[src/rtl/riscv_ctrl_pkg.sv]
// rtl/riscv_ctrl_pkg.sv - shared encodings for the multicycle RISC-V control FSM
package riscv_ctrl_pkg;

  localparam logic [6:0] OP_LUI    = 7'b0110111;
  localparam logic [6:0] OP_JAL    = 7'b1101111;
  localparam logic [6:0] OP_BRANCH = 7'b1100011;
  localparam logic [6:0] OP_LOAD   = 7'b0000011;
  localparam logic [6:0] OP_STORE  = 7'b0100011;
  localparam logic [6:0] OP_OPIMM  = 7'b0010011;

  typedef enum logic [2:0] {
    S_IDLE   = 3'd0,
    S_FETCH  = 3'd1,
    S_DECODE = 3'd2,
    S_EXEC   = 3'd3,
    S_MEM    = 3'd4,
    S_WB     = 3'd5
  } state_e;

  localparam logic [2:0] ALU_ADD    = 3'b000;
  localparam logic [2:0] ALU_BRANCH = 3'b001;
  localparam logic [2:0] ALU_LOAD   = 3'b010;
  localparam logic [2:0] ALU_STORE  = 3'b011;
  localparam logic [2:0] ALU_OPIMM  = 3'b100;

  localparam logic [1:0] PC_PLUS4  = 2'b00;
  localparam logic [1:0] PC_BRANCH = 2'b01;
  localparam logic [1:0] PC_JUMP   = 2'b10;

  localparam logic [1:0] WB_ALU = 2'b00;
  localparam logic [1:0] WB_MEM = 2'b01;
  localparam logic [1:0] WB_PC4 = 2'b10;

  // Instruction classes produced by ctrl_decode.
  localparam logic [2:0] CLS_LUI     = 3'd0;
  localparam logic [2:0] CLS_JAL     = 3'd1;
  localparam logic [2:0] CLS_BRANCH  = 3'd2;
  localparam logic [2:0] CLS_LOAD    = 3'd3;
  localparam logic [2:0] CLS_STORE   = 3'd4;
  localparam logic [2:0] CLS_OPIMM   = 3'd5;
  localparam logic [2:0] CLS_ILLEGAL = 3'd7;

endpackage

[src/rtl/ctrl_decode.sv]
// rtl/ctrl_decode.sv - combinational opcode decoder: ALU controls, class, illegal flag
module ctrl_decode
  import riscv_ctrl_pkg::*;
(
  input  logic [6:0] op,
  output logic [2:0] alu_op,
  output logic       alu_src,
  output logic [2:0] cls,
  output logic       illegal
);

  always_comb begin
    alu_op  = ALU_ADD;
    alu_src = 1'b1;
    cls     = CLS_ILLEGAL;
    illegal = 1'b0;
    case (op)
      OP_LUI:    cls = CLS_LUI;
      OP_JAL:    cls = CLS_JAL;
      OP_BRANCH: begin
        cls     = CLS_BRANCH;
        alu_op  = ALU_BRANCH;
        alu_src = 1'b0;
      end
      OP_LOAD: begin
        cls    = CLS_LOAD;
        alu_op = ALU_LOAD;
      end
      OP_STORE: begin
        cls    = CLS_STORE;
        alu_op = ALU_STORE;
      end
      OP_OPIMM: begin
        cls    = CLS_OPIMM;
        alu_op = ALU_OPIMM;
      end
      default: illegal = 1'b1;
    endcase
  end

endmodule

[src/rtl/multicycle_control.sv]
// rtl/multicycle_control.sv - multicycle RISC-V subset control FSM (fetch/decode/exec/mem/wb)
module multicycle_control
  import riscv_ctrl_pkg::*;
(
  input  logic       clk,
  input  logic       rst_n,
  input  logic [6:0] opcode,
  input  logic       zero,
  input  logic       mem_ready,
  output logic       mem_req,
  output logic       mem_we,
  output logic       mem_sel,
  output logic       ir_write,
  output logic       pc_write,
  output logic [1:0] pc_src,
  output logic [2:0] alu_op,
  output logic       alu_src,
  output logic       reg_write,
  output logic [1:0] wb_sel,
  output logic       retire,
  output logic       illegal,
  output logic [2:0] state
);

  logic [2:0] state_q;
  logic [2:0] state_d;
  logic [6:0] op_q;
  logic       run_q;
  logic [6:0] dec_op;
  logic [2:0] dec_alu_op;
  logic       dec_alu_src;
  logic [2:0] dec_cls;
  logic       dec_illegal;

  // In DECODE the live opcode is judged so illegal can pulse that same cycle.
  assign dec_op = (state_q == S_DECODE) ? opcode : op_q;
  assign state  = state_q;

  ctrl_decode u_decode (
    .op      (dec_op),
    .alu_op  (dec_alu_op),
    .alu_src (dec_alu_src),
    .cls     (dec_cls),
    .illegal (dec_illegal)
  );

  // run_q holds IDLE for one extra edge so the first FETCH lands on the second edge.
  always_ff @(posedge clk or negedge rst_n) begin
    if (!rst_n) begin
      state_q <= S_IDLE;
      op_q    <= '0;
      run_q   <= 1'b0;
    end else begin
      state_q <= state_d;
      run_q   <= 1'b1;
      if (state_q == S_DECODE) op_q <= opcode;
    end
  end

  always_comb begin
    state_d = state_q;
    case (state_q)
      S_IDLE:   if (run_q) state_d = S_FETCH;
      S_FETCH:  if (mem_ready) state_d = S_DECODE;
      S_DECODE: state_d = dec_illegal ? S_FETCH : S_EXEC;
      S_EXEC: begin
        if (dec_cls == CLS_BRANCH || dec_cls == CLS_ILLEGAL) state_d = S_FETCH;
        else if (dec_cls == CLS_LOAD || dec_cls == CLS_STORE) state_d = S_MEM;
        else state_d = S_WB;
      end
      S_MEM: if (mem_ready) state_d = (dec_cls == CLS_LOAD) ? S_WB : S_FETCH;
      S_WB:     state_d = S_FETCH;
      default:  state_d = S_IDLE;
    endcase
  end

  always_comb begin
    mem_req   = 1'b0;
    mem_we    = 1'b0;
    mem_sel   = 1'b0;
    ir_write  = 1'b0;
    pc_write  = 1'b0;
    pc_src    = PC_PLUS4;
    alu_op    = ALU_ADD;
    alu_src   = 1'b0;
    reg_write = 1'b0;
    wb_sel    = WB_ALU;
    retire    = 1'b0;
    illegal   = 1'b0;
    case (state_q)
      S_FETCH: begin
        mem_req = 1'b1;
        if (mem_ready) begin
          ir_write = 1'b1;
          pc_write = 1'b1;
          pc_src   = PC_PLUS4;
        end
      end
      S_DECODE: begin
        if (dec_illegal) begin
          illegal = 1'b1;
          retire  = 1'b1;
        end
      end
      S_EXEC: begin
        alu_op  = dec_alu_op;
        alu_src = dec_alu_src;
        if (dec_cls == CLS_BRANCH) begin
          pc_write = zero;
          pc_src   = PC_BRANCH;
          retire   = 1'b1;
        end else if (dec_cls == CLS_JAL) begin
          pc_write = 1'b1;
          pc_src   = PC_JUMP;
        end
      end
      S_MEM: begin
        mem_req = 1'b1;
        mem_sel = 1'b1;
        mem_we  = (dec_cls == CLS_STORE);
        retire  = mem_ready && (dec_cls == CLS_STORE);
      end
      S_WB: begin
        reg_write = 1'b1;
        retire    = 1'b1;
        if (dec_cls == CLS_LOAD) wb_sel = WB_MEM;
        else if (dec_cls == CLS_JAL) wb_sel = WB_PC4;
        else wb_sel = WB_ALU;
      end
      default: ;
    endcase
  end

endmodule

[config.mk]
export PLATFORM = sky130hd
export DESIGN_NAME = multicycle_control
export DESIGN_NICKNAME = d
export VERILOG_FILES = /design/src/rtl/riscv_ctrl_pkg.sv /design/src/rtl/ctrl_decode.sv /design/src/rtl/multicycle_control.sv
export SDC_FILE = /design/constraint.sdc
export NUM_CORES = 1
export LEC_CHECK = 0
export ABC_CLOCK_PERIOD_IN_PS = 2150
export CAP_MARGIN = 20
export CORE_UTILIZATION = 40
export CTS_BUF_LIST = sky130_fd_sc_hd__clkbuf_4 sky130_fd_sc_hd__clkbuf_8 sky130_fd_sc_hd__clkbuf_16
export DETAILED_ROUTE_END_ITERATION = 7
export MAX_ROUTING_LAYER = met4
export PLACE_DENSITY = 0.71
export SLEW_MARGIN = 20
export SYNTH_ARGS = -nofsm -noshare
export SYNTH_HDL_FRONTEND = slang
export SYNTH_SLANG_ARGS = --single-unit
export TNS_END_PERCENT = 1
[constraint.sdc]
create_clock -name clk -period 2.15 [get_ports clk]
set_input_delay 0.215 -clock clk [delete_from_list [all_inputs] [get_ports clk]]
set_output_delay 0.215 -clock clk [all_outputs]
set_load 0.1 [all_outputs]
==> results.txt <==
Post-synth top flop: dfrtp_1
FFs w/ async S/R, synth: 100.0%
global route hottest layer: met2
Port Buffers: 29
Period Utilization, post-route: 103.5%
Final TNS setup: -0.1041 ns
register-to-register setup slack: 0.35 ns
final setup vio count: 2
worst-path maximum fanout: 5
global routing usage on met1: 32.46%
critical path cell sequence: nand4bb_1, buf_4, nor3_2, mux2i_2, nor3b_4, buf_12
Seq cells post-synth: 11
path type of the worst setup path: register to output pin
total power: 1.899 mW
Final Hold Slack: 0.2231 ns
Yosys top cell by area: dfrtp_1
Max clock buf depth: 2
top-area cell type share of the netlist area: 34.65%
Crit. End Element: output pin
CP Launch Point: op_q[2]
# nets final: 159
I/O pin cnt: 30
yosys warns: 0
number of cells produced by synthesis: 96
Hold Vio Cnt, Final: 0
worst min path class: input port to register
Tmin final: 2.225 ns
Netlist cell types: 34
RR Startpoint: state[0]
Post-Route WL: 3278 µm
Worst Setup Slack post-DPL: -0.06968 ns
PwrDens: 1181 nW/µm²
Syn Nets: 107
Worst-Skew Late Latency: 0.27 ns
Final GP Congestion: 0.8239
initial core utilization: 44.10%
Max Cap Viol: 0
DRC: 0
drt pass-1 iters: 4
grt met3 use: 6.667%
Post-synth EDFFs: 0
CTS Hold Bufs: 0
Final Non-Filler Cells: 172
register area share after synthesis: 34.65%
Detailed Place HPWL: 1937 µm
met2 GRT Util: 44.44%
crit-path leading delay family: simple AND/OR/NAND/NOR gates
skew final: 0.008455 ns
Slew Limit Fails: 0
Mean Syn Cell Area: 8.276 µm²
WL/cell: 19.06 µm
Worst EP arrival: 2.01 ns
post-route cell area: 1608 µm²
largest net degree at the start of global routing: 12
total CTS buffers: 3
Slew headroom: 63.20%
DP Cell Count: 157
CP Launch Type: register
leakage power: 0.7436 nW
DIE WIDTH: 46.57 µm
core area: 1802 µm²
Layout area overhead: 102.4%
Die Y: 46.57 µm
Num Clock Sinks: 11
final core utilization: 89.24%
slowest stage cell, crit path: dfrtp_1
layout cell share with drive strength beyond 1: 49.66%
num rows: 15
drt initial violations: 67
VDD IR-drop max: 1.112 mV
DR vias: 1,040
largest cells by area after synthesis: dfrtp_1 35%, nand2_1 10%, nand3b_1 6.6%
total gr overflow: 0
Max H-tree Level: 1
placed instance area: 1403 µm²
n_diodes: 0
vias in the first global route: 868
Slew @ Worst Pin: 0.5503 ns
Root Driver: clkbuf_4
ANT nets after route: 0
RSZ-0062 raised after global routing: yes
Mapped Area: 794.5 µm²
Die Area: 2168 µm²
Hold Crit Start: opcode[0]
Bufs and invs on worst path: 2
vias per cell: 6.047
CP max stage delay: 0.43 ns
failing checks: setup timing
status: finished with violations
Overall Global Routing Usage: 27.26%
TritonCTS clock tree: done
required time of the critical path: 1.93 ns
global-route wire length before repair: 4008 µm
Max Freq: 0.4494 GHz
clock-pin slew on the worst setup and hold paths: 0.07 ns
final setup margin: -0.07505 ns
initial antenna violation count: 0
layout by cell type, fill, tap and decap left out, drive strengths merged, types with 2 or more instances in the layout:
master	netlist	routed
dlymetal6s2s	0	8
clkbuf	0	4
nor3	5	5
or2	2	2
nand2	22	22
o21ai	3	3
buf	4	40
dfrtp	11	11
a31oi	2	2
inv	3	3
nor2	8	8
clkdlybuf4s50	0	3
nor3b	4	4
nor4	3	3
mux2i	2	2
nand4	2	2
or2b	2	2
nand3b	7	7
a21oi	3	3
nand2b	2	2
synthesized netlist by cell type, types with 2 or more instances:
master,count
dfrtp_1,11
nand2_1,22
nor4_1,3
mux2i_1,2
nand2b_1,2
buf_4,3
o21ai_0,2
a21oi_1,2
nor3_1,4
nand4_1,2
inv_1,3
a31oi_1,2
nand3b_1,7
nor3b_1,3
nor2_1,8
or2b_1,2
registers in the layout, summed over array words and instances, names as in the netlist:
name,count
state,3
run_q,1
op_q,7
path summary, 6_finish.rpt:
| check | endpoint | depth (start not counted) |
|---|---|---|
| worst min register to register | op_q[3] | 2 |
| worst max register to register | state[1] | 6 |
| worst min-delay path | op_q[0] | 3 |
| min in group asynchronous | state[2] | 1 |
| max in group asynchronous | state[0] | 1 |
| worst max-delay path | alu_op[2] | 6 |
power breakdown:
group          total (mW)  internal [mW]  leakage (nW)  switching [mW]
Sequential          0.442          0.304         0.130           0.137
Combinational        1.30          0.472         0.595           0.823
Clock               0.162         0.0845        0.0184          0.0773
cell type report:
type / instances / area, µm²
timing repair buffer: 51 / 643.1
multi-input combinational: 78 / 604.3
sequential: 11 / 287.8
fill: 81 / 193.9
tap: 25 / 31.28
clock buffer: 4 / 30.03
inverter: 3 / 11.26
worst register-to-register path, stage by stage (launching register included):
cell and delay, ns:
dfrtp_4 0.52, nor3b_4 0.35, buf_4 0.21, nor2_1 0.05, a22oi_1 0.25, and3_4 0.24
o22ai_2 0.07
cell families (layout without fill, tap and decap cells):
| logic type | after synthesis | after routing | share of synthesized area, % |
|---|---|---|---|
| DFF | 11 | 11 | 34.65 |
| muxes | 2 | 2 | 2.520 |
| and+or+nand+nor | 61 | 61 | 44.25 |
| other | 1 | 1 | 0.4720 |
| buffers and inverters | 7 | 58 | 4.881 |
| AOI/OAI and AO/OA | 14 | 14 | 13.23 |
layer usage:
metal	up-vias	part of all wire, %
met5	-	0
met1	501	37
met2	83	52
li1	439	-
met3	17	7.8
met4	0	3.4
what timing repair did:
| action | CTS | global route |
|---|---|---|
| setup buffers | 1 | 10 |
| gates cloned | 0 | 0 |
| pin swaps | 3 | 14 |
| setup endpoints to repair | 4 | 8 |
| resized for setup | 4 | 17 |
Note: power is estimated with default switching activity, not from simulation.
